**src/rtl/traffic_pkg.sv**
```systemverilog
// Shared types and default timing for the intersection scheduler and the
// per-approach traffic_light lamp drivers.
package traffic_pkg;

  typedef enum logic [2:0] {
    A_GREEN  = 3'd0,
    A_FLASH  = 3'd1,
    A_YELLOW = 3'd2,
    A_CLEAR  = 3'd3,
    B_GREEN  = 3'd4,
    B_FLASH  = 3'd5,
    B_YELLOW = 3'd6,
    B_CLEAR  = 3'd7
  } phase_e;

  typedef struct packed {
    logic r;
    logic g;
    logic y;
  } lamp_t;

  typedef struct packed {
    lamp_t a;
    lamp_t b;
  } heads_t;

  localparam int MIN_GREEN_DEF  = 128;
  localparam int MAX_GREEN_DEF  = 1024;
  localparam int YELLOW_LEN_DEF = 512;
  localparam int ALLRED_LEN_DEF = 64;
  localparam int FLASH_LEN_DEF  = 128;
  localparam int CNT_W_DEF      = 11;

  localparam lamp_t LAMP_RED = '{r: 1'b1, g: 1'b0, y: 1'b0};
  localparam lamp_t LAMP_GRN = '{r: 1'b0, g: 1'b1, y: 1'b0};
  localparam lamp_t LAMP_YEL = '{r: 1'b0, g: 1'b0, y: 1'b1};

  // Lamp pattern shown by both heads while in phase p; the idle head is always red.
  function automatic heads_t heads_for(phase_e p, logic flash_g);
    heads_t h;
    h.a = LAMP_RED;
    h.b = LAMP_RED;
    case (p)
      A_GREEN:  h.a = LAMP_GRN;
      A_FLASH:  h.a = '{r: 1'b0, g: flash_g, y: 1'b0};
      A_YELLOW: h.a = LAMP_YEL;
      B_GREEN:  h.b = LAMP_GRN;
      B_FLASH:  h.b = '{r: 1'b0, g: flash_g, y: 1'b0};
      B_YELLOW: h.b = LAMP_YEL;
      default:  ;
    endcase
    return h;
  endfunction

endpackage

```
**src/rtl/phase_timer.sv**
```systemverilog
// Loadable phase counter: load restarts at 1, otherwise counts up and
// saturates at limit; done flags count == limit.
module phase_timer #(
  parameter int CNT_W = 11
) (
  input  logic             clk,
  input  logic             rst,
  input  logic             load,
  input  logic [CNT_W-1:0] limit,
  output logic [CNT_W-1:0] count,
  output logic             done
);

  logic [CNT_W-1:0] r_count;

  // NOTE: sequential state uses non-blocking assignments so every register
  // samples the pre-edge values of its neighbours.
  always_ff @(posedge clk) begin
    if (!rst) begin
      r_count <= CNT_W'(1);
    end else if (load) begin
      r_count <= CNT_W'(1);
    end else if (r_count < limit) begin
      r_count <= r_count + CNT_W'(1);
    end
  end

  assign count = r_count;
  assign done  = (r_count == limit);

endmodule

```
**src/rtl/intersection_scheduler.sv**
```systemverilog
// Two-approach green/yellow/all-red sequencer over a shared crossing.
// Optional flashing-green phase enabled by defining FLASH_GREEN_EN.
module intersection_scheduler
  import traffic_pkg::*;
#(
  parameter int MIN_GREEN  = MIN_GREEN_DEF,
  parameter int MAX_GREEN  = MAX_GREEN_DEF,
  parameter int YELLOW_LEN = YELLOW_LEN_DEF,
  parameter int ALLRED_LEN = ALLRED_LEN_DEF,
  parameter int FLASH_LEN  = FLASH_LEN_DEF,
  parameter int CNT_W      = CNT_W_DEF
) (
  input  logic       clk,
  input  logic       rst,
  input  logic       req_a,
  input  logic       req_b,
  output logic       ack_a,
  output logic       ack_b,
  output logic       R_a,
  output logic       G_a,
  output logic       Y_a,
  output logic       R_b,
  output logic       G_b,
  output logic       Y_b,
  output logic [2:0] phase
);

  phase_e           r_state;
  heads_t           r_heads;
  logic             r_pend_a, r_pend_b;
  logic             r_ack_a, r_ack_b;

  phase_e           w_next;
  logic             w_legal;
  logic             w_load;
  logic             w_done;
  logic [CNT_W-1:0] w_limit;
  logic [CNT_W-1:0] w_count;
  logic             w_min_met;
  logic             w_enter_a, w_enter_b;
  logic             w_serving_a, w_serving_b;
  logic             w_flash_g;

  phase_timer #(
    .CNT_W(CNT_W)
  ) u_timer (
    .clk  (clk),
    .rst  (rst),
    .load (w_load),
    .limit(w_limit),
    .count(w_count),
    .done (w_done)
  );

  assign w_min_met = (w_count >= CNT_W'(MIN_GREEN));

  // NOTE: every signal assigned in this block gets a default first so no
  // path through the case leaves it unassigned and infers a latch.
  always_comb begin
    w_next  = r_state;
    w_limit = CNT_W'(MAX_GREEN);
    w_legal = 1'b1;
    case (r_state)
      A_GREEN: begin
        if (r_pend_b && w_min_met) begin
`ifdef FLASH_GREEN_EN
          w_next = A_FLASH;
`else
          w_next = A_YELLOW;
`endif
        end
      end
      B_GREEN: begin
        if (r_pend_a && w_min_met) begin
`ifdef FLASH_GREEN_EN
          w_next = B_FLASH;
`else
          w_next = B_YELLOW;
`endif
        end
      end
`ifdef FLASH_GREEN_EN
      A_FLASH: begin
        w_limit = CNT_W'(FLASH_LEN);
        if (w_done) w_next = A_YELLOW;
      end
      B_FLASH: begin
        w_limit = CNT_W'(FLASH_LEN);
        if (w_done) w_next = B_YELLOW;
      end
`endif
      A_YELLOW: begin
        w_limit = CNT_W'(YELLOW_LEN);
        if (w_done) w_next = A_CLEAR;
      end
      B_YELLOW: begin
        w_limit = CNT_W'(YELLOW_LEN);
        if (w_done) w_next = B_CLEAR;
      end
      A_CLEAR: begin
        w_limit = CNT_W'(ALLRED_LEN);
        if (w_done) w_next = B_GREEN;
      end
      B_CLEAR: begin
        w_limit = CNT_W'(ALLRED_LEN);
        if (w_done) w_next = A_GREEN;
      end
      default: w_legal = 1'b0;
    endcase
  end

  assign w_load      = (w_next != r_state) || !w_legal;
  assign w_enter_a   = (w_next == A_GREEN) && (r_state != A_GREEN);
  assign w_enter_b   = (w_next == B_GREEN) && (r_state != B_GREEN);
  assign w_serving_a = (r_state == A_GREEN) || (r_state == A_FLASH);
  assign w_serving_b = (r_state == B_GREEN) || (r_state == B_FLASH);

`ifdef FLASH_GREEN_EN
  // Lamp is registered for the next cycle, so bit 5 of the current count
  // selects the 32-cycle half-period; entry into FLASH always starts dark.
  assign w_flash_g = (w_next == r_state) && w_count[5];
`else
  assign w_flash_g = 1'b0;
`endif

  always_ff @(posedge clk) begin
    if (!rst || !w_legal) begin
      r_state  <= A_GREEN;
      r_pend_a <= 1'b0;
      r_pend_b <= 1'b0;
      r_ack_a  <= 1'b0;
      r_ack_b  <= 1'b0;
      r_heads  <= heads_for(A_GREEN, 1'b0);
    end else begin
      r_state  <= w_next;
      r_ack_a  <= w_enter_a;
      r_ack_b  <= w_enter_b;
      r_pend_a <= !w_enter_a && (r_pend_a || (req_a && !w_serving_a));
      r_pend_b <= !w_enter_b && (r_pend_b || (req_b && !w_serving_b));
      r_heads  <= heads_for(w_next, w_flash_g);
    end
  end

  assign ack_a = r_ack_a;
  assign ack_b = r_ack_b;
  assign R_a   = r_heads.a.r;
  assign G_a   = r_heads.a.g;
  assign Y_a   = r_heads.a.y;
  assign R_b   = r_heads.b.r;
  assign G_b   = r_heads.b.g;
  assign Y_b   = r_heads.b.y;
  assign phase = r_state;

endmodule
```
**config.mk**
```make
export PLATFORM = sky130hd
export DESIGN_NAME = intersection_scheduler
export DESIGN_NICKNAME = d
export VERILOG_FILES = /design/src/rtl/traffic_pkg.sv /design/src/rtl/phase_timer.sv /design/src/rtl/intersection_scheduler.sv
export SDC_FILE = /design/constraint.sdc
export NUM_CORES = 1
export LEC_CHECK = 0
export ABC_CLOCK_PERIOD_IN_PS = 3000
export CORE_MARGIN = 5
export CORE_UTILIZATION = 45
export CTS_CLUSTER_DIAMETER = 100
export DETAILED_ROUTE_END_ITERATION = 6
export GPL_ROUTABILITY_DRIVEN = 0
export MAX_ROUTING_LAYER = met4
export PLACE_DENSITY_LB_ADDON = 0.15
export SETUP_SLACK_MARGIN = 0.5
export SLEW_MARGIN = 0
export SYNTH_ARGS = -nofsm -noshare
export SYNTH_HDL_FRONTEND = slang
export SYNTH_HIERARCHICAL = 1
export SYNTH_SLANG_ARGS = --single-unit
```
**constraint.sdc**
```tcl
create_clock -name clk -period 3 [get_ports clk]
set_input_delay 0.75 -clock clk [delete_from_list [all_inputs] [get_ports clk]]
set_output_delay 0.75 -clock clk [all_outputs]
set_load 0.02 [all_outputs]
```
==> results of run 1 <==
-- cell families after synthesis --
logic type	count (synthesis)	share of synthesized area, %
AO/OA/AOI/OAI	35	17.3
XOR/XNOR	3	1.97
adder cells (fa/ha/maj)	12	11.2
buffers and inverters	23	7.40
flip-flops	24	36.0
multiplexers	2	1.59
other	1	0.281
AND/OR/NAND/NOR	58	24.2
-- metrics by stage --
stage | setup slack (ns) | hold WS (ns) | instances | utilization, % | power, mW
finish | 0.645 | 0.526 | 214 | 58.5 | 0.614
global route | 0.457 | 0.544 | 214 | 58.5 | 0.642
CTS | 0.562 | 0.524 | 214 | 57.7 | 0.614
detailed placement | 0.297 | 0.501 | 204 | 53.9 | 0.382
global placement | 0.374 | 0.490 | 204 | 53.9 | 0.380
floorplan | 0.509 | 0.468 | 165 | - | 0.369
-- final cells by class --
cell class	count	area (µm²)	share of cell area, %
Clock buffer	3	22.5	1.37
Clock inverter	1	30.0	1.83
Inverter	16	60.1	3.66
Multi-Input combinational cell	119	817	49.8
Sequential cell	24	488	29.7
Tap cell	31	38.8	2.36
Timing Repair Buffer	20	185	11.3
-- what timing repair did --
item / 4_1_cts / 5_1_grt
endpoints found under the setup margin: 10 / 10
pin swaps: 1 / 2
resized for setup: 5 / 5
gates cloned: 1 / 0
buffers inserted: 5 / 0
hold buffers: 0 / 0
-- report_power, final --
part           switching (mW)  total, mW  internal, mW
logic                  0.0275     0.0481        0.0206
clock network           0.101      0.236         0.135
registers             0.00756      0.330         0.323
-- worst min-delay path, delay by kind of cell, from the launching register on --
family         cells  cell delay [ns]
AO/OA/AOI/OAI      2             0.14
flip-flops         1             0.36
-- layer usage --
| layer | routed length, µm | vias up | track usage, % |
|---|---|---|---|
| met5 | 0 | - | - |
| met4 | 68 | 0 | 4.49 |
| met3 | 101 | 8 | 3.80 |
| met2 | 1560 | 27 | 28.1 |
| met1 | 1350 | 575 | 17.5 |
| li1 | - | 603 | - |
-- placed cells by master, fill, tap and decap left out, types with 3 or more instances in the layout --
master	netlist	layout
nand2_1	8	8
nor3_1	3	3
o31ai_1	4	4
nor2_1	12	12
or4_1	4	4
dfxtp_1	24	22
clkbuf_4	0	3
inv_1	16	16
ha_1	12	12
clkdlybuf4s50_1	0	14
or3_1	5	5
nand4_1	3	3
o21ai_0	7	6
nand3_1	8	8
conb_1	1	8
a21oi_1	14	14
buf_4	0	6
-- worst max path at each step --
| stage | end | cells past startpoint |
|---|---|---|
| after floorplan | u_timer/count[7]$_SDFFE_PP0N_ | 11 |
| after global placement | u_timer/count[8]$_SDFFE_PP0N_ | 9 |
| after detailed placement | u_timer/count[7]$_SDFFE_PP0N_ | 9 |
| after CTS | u_timer/count[7]$_SDFFE_PP0N_ | 9 |
| after global routing | u_timer/count[10]$_SDFFE_PP0N_ | 9 |
| final | u_timer/count[7]$_SDFFE_PP0N_ | 9 |
==> impl_metrics.tcl, run 1 <==
set metrics [dict create \
    status "complete, no violations" \
    row_count 19 \
    period_minus_slack_ns 2.35 \
    clkTransAtPathRegs_ns 0.14 \
    area_growth_pct 23.0 \
    yosysWarnings 6 \
    vias 1213 \
    hold_viol 0 \
    antenna_found_initial 0 \
    io_buffers 14 \
    irDropWorstVdd_mv 0.294 \
    drtIter0Drc 76 \
    yosysSeqAreaShare_pct 36.0 \
    die_w_um 64.5 \
    post-synth-top-count-cell "dfxtp_1" \
    power.leakage_nw 0.673 \
    timing.rr.end "u_timer/count[7]$_SDFFE_PP0N_" \
    cts.sinks 24 \
    ys_types 41 \
    viasPerCell 5.67 \
    synth_common_cells "dfxtp_1, inv_1, a21oi_1" \
    placed_area_um2 1510 \
    critPathSlowestCell "or4_1" \
    grtUsageTotal_pct 15.8 \
    synthArstFlopShare_pct 0 \
    whs_endpoint "u_timer/count[4]$_SDFFE_PP0N_" \
    yosys-top-cells-area "dfxtp_1, ha_1, a21oi_1" \
    drv_slew 0 \
    cp_top_family "compound AO/OA/AOI/OAI gates" \
    grt_max_degree 15 \
    netlist_area_um2 1340 \
    synthesis.instances 158 \
    r2r-start "phase[1]$_SDFF_PP0_" \
    cts_buffer_depth 2 \
    startpoint "phase[1]$_SDFF_PP0_" \
    fin_crit_sh_pct 78.5 \
    ant_nets 0 \
    cp_max_fo 6 \
    max_freq_ghz 0.425 \
    cts_inserted_buffers 3 \
    drive_above_1_share_pct 11.5 \
    cts_tree "done" \
    max_stage_delay_ns 0.50 \
    rr_worst_depth 9 \
    clock-skew-final_ns 0.00503 \
    critPathLaunchType "flip-flop" \
    critPathBufInv 2 \
    avgSynthCellArea_um2 8.45 \
    stdcell_area_um2 1640 \
    drv_cap 0 \
    yosysTopAreaCell "dfxtp_1" \
    fillCellCount 259 \
    num-nets-final 200 \
    wl_per_cell_um 14.4 \
    reg2reg_slack_ns 0.65 \
    setup_viol 0 \
    synth_edf_count 0 \
    synth-main-ff-cell "dfxtp_1" \
    holdCritPathClass "reg2reg" \
    rsz0062_at_grt "yes" \
    worst-setup-path-type "reg2reg" \
    cts-htree-levels 1 \
    diodes 0 \
    arrival_ns 2.61 \
    overflow 0 \
    drtPass1Iterations 4 \
    drc 0 \
    largest_reg_flops 11 \
    synth_top_area_share_pct 36.0 \
    ys_seq_elements 24 \
    crit_required_ns 3.25 \
    min-delay-start "u_timer/count[4]$_SDFFE_PP0N_" \
    die_area_um2 4160 \
    drt_wl_total_um 3080 \
    cts_root_buf "clkbuf_4" \
    clock_latency_ns 0.32 \
    end_kind "flip-flop" \
    powerDensity_nw_per_um2 374 \
    grt_pass1_wl_um 5170 \
    tns_ns 0 \
    path_cells "inv_1 -> nor2_1 -> inv_1 -> ha_1 -> a21o_1 -> a21o_1 -> a211o_4 -> or4_1 -> a21oi_1" \
    worst_pin_slew_ns 0.549 \
    coreArea_um2 2810 \
    initial_utilization_pct 47.6 \
    io_pins 15 \
    relSlewSlack_pct 63.2 \
    hold_path_depth 2 \
    dpl.hpwl_um 2030 \
    grt_pass1_vias 1206 \
    die-height_um 64.5 \
]
Power figures use the tool's default switching activity.
==> run 2: changes to the inputs <==
- ABC_CLOCK_PERIOD_IN_PS: 3000 -> 2450
- clock period: 3 -> 2.45 ns (I/O delays scaled with it)
==> run 2 against run 1 <==
Compared with the run above:
- fmax is 11% higher
- clock power is 5% higher
- design area is 24% higher
- combinational power is 77% higher
- clock skew is 0.0035 ns lower
- global-route usage is 2.4 points higher
- power is 20% higher
- critical path type unchanged
- critical endpoint is now u_timer/count[8]$_SDFFE_PP0N_
==> impl_metrics.tcl, run 2 (synthesis results as in run 1) <==
set metrics [dict create \
    crit_top_cell "a21o_1" \
    worst_pin_slew_ns 0.692 \
    end_kind "flip-flop" \
    diodes 0 \
    vias 1309 \
    initial_utilization_pct 47.6 \
    mostFrequentLayoutCell "dfxtp_1" \
    cts_tree "done" \
    power.leakage_nw 0.841 \
    dpl.hpwl_um 2090 \
    drive_above_1_share_pct 35.2 \
    status "complete, no violations" \
    cts_inserted_buffers 3 \
    fin_crit_sh_pct 86.8 \
    cts.sinks 24 \
    die_w_um 64.5 \
    drv_cap 0 \
    r2r-start "phase[1]$_SDFF_PP0_" \
    critPathLaunchType "flip-flop" \
    grt_pass1_vias 1287 \
    hold_viol 0 \
    startpoint "phase[1]$_SDFF_PP0_" \
    ant_nets 0 \
    critPathSlowestCell "or4_4" \
    die-height_um 64.5 \
    drtIter0Drc 113 \
    max_stage_delay_ns 0.48 \
    crit_required_ns 2.71 \
    die_area_um2 4160 \
    cts_hold_buf 0 \
    wl_per_cell_um 15.5 \
    row_count 19 \
    worst-setup-path-type "reg2reg" \
    period_minus_slack_ns 2.13 \
    relSlewSlack_pct 53.5 \
    cp_max_fo 5 \
    coreArea_um2 2810 \
    endpoint "u_timer/count[8]$_SDFFE_PP0N_" \
    setup_viol 0 \
    max_freq_ghz 0.470 \
    rsz0062_at_grt "yes" \
    timing.rr.end "u_timer/count[8]$_SDFFE_PP0N_" \
    overflow 0 \
    io_buffers 14 \
    stdcell_area_um2 2040 \
    num-nets-final 216 \
    path_cells "inv_4 -> nor2_1 -> inv_1 -> ha_4 -> a21o_1 -> a21o_1 -> a211o_4 -> or4_4 -> a21oi_2" \
    tns_ns 0 \
    grt_max_degree 15 \
    placed_area_um2 1600 \
    drt_wl_total_um 3560 \
    cts_buffer_depth 2 \
    grt_pass1_wl_um 5880 \
    area_growth_pct 53.0 \
    clkTransAtPathRegs_ns 0.14 \
    antenna_found_initial 0 \
    layout_common_cells "dfxtp_1, inv_1, clkdlybuf4s50_1" \
    holdCritPathClass "reg2reg" \
    viasPerCell 5.69 \
    grtUsageTotal_pct 18.1 \
    reg2reg_slack_ns 0.32 \
    clock-skew-final_ns 0.00150 \
    drv_slew 0 \
    drtPass1Iterations 5 \
    arrival_ns 2.39 \
    clock_latency_ns 0.31 \
    irDropWorstVdd_mv 0.252 \
    drc 0 \
    cts_root_buf "clkbuf_4" \
    io_pins 15 \
    largest_reg_flops 11 \
    rr_worst_depth 9 \
    cts-htree-levels 1 \
    powerDensity_nw_per_um2 361 \
]
## run 2: critical path, delay by kind of cell (launching register included)
kind | cells | cell delay (ns)
DFF | 1 | 0.39
adders and majority gates | 1 | 0.23
and+or+nand+nor | 2 | 0.56
buffers and inverters | 2 | 0.12
AOI/OAI and AO/OA | 4 | 0.79
## run 2: how the worst min path moves through the flow
| stage | startpoint | to | slack, ns | cells past startpoint |
|---|---|---|---|---|
| 2_1_floorplan | r_pend_a$_SDFF_PP0_ | r_pend_a$_SDFF_PP0_ | 0.47 | 2 |
| 3_3_place_gp | u_timer/count[10]$_SDFFE_PP0N_ | u_timer/count[10]$_SDFFE_PP0N_ | 0.49 | 2 |
| 3_5_place_dp | r_pend_a$_SDFF_PP0_ | r_pend_a$_SDFF_PP0_ | 0.50 | 2 |
| 4_1_cts | u_timer/count[10]$_SDFFE_PP0N_ | u_timer/count[10]$_SDFFE_PP0N_ | 0.53 | 2 |
| 5_1_grt | r_pend_a$_SDFF_PP0_ | r_pend_a$_SDFF_PP0_ | 0.56 | 2 |
| 6_report | u_timer/count[10]$_SDFFE_PP0N_ | u_timer/count[10]$_SDFFE_PP0N_ | 0.53 | 2 |
## run 2: metal layers
metal  up-vias  part of all wire [%]  track usage [%]
met5         -                     0                -
met4         0                   1.5             7.39
met3         6                   3.8             2.42
met2        30                    55             33.6
met1       626                    39             19.4
li1        647                     -                -
## run 2: where the power goes
| group | switching, mW | internal (mW) |
|---|---|---|
| Sequential | 0.00955 | 0.396 |
| Clock | 0.123 | 0.125 |
| Combinational | 0.0441 | 0.0408 |
| Total | 0.177 | 0.561 |
## run 2: per-stage QoR
stage	worst slack (ns)	std cells	utilization, %	hold slack, ns	total power, mW
6_report	0.324	230	72.8	0.525	0.738
5_1_grt	0.216	230	72.8	0.556	0.783
4_1_cts	0.299	224	68.5	0.526	0.740
3_5_place_dp	0.0905	205	57.1	0.502	0.474
3_3_place_gp	0.183	205	57.1	0.487	0.471
2_1_floorplan	0.266	165	-	0.468	0.454
## run 2: layout make-up
cell class	instances	area, µm²
Multi-Input combinational cell	121	1040
Fill cell	199	762
Sequential cell	24	490
Timing Repair Buffer	34	362
Inverter	16	65.1
Clock buffer	4	47.5
Tap cell	31	38.8
## run 2: what timing repair did
action	4_1_cts	5_1_grt
endpoints found under the setup margin	26	23
endpoints found under the hold margin	0	0
pin swaps	8	6
setup buffers	10	6
gates resized for setup	32	17
cloned	5	0
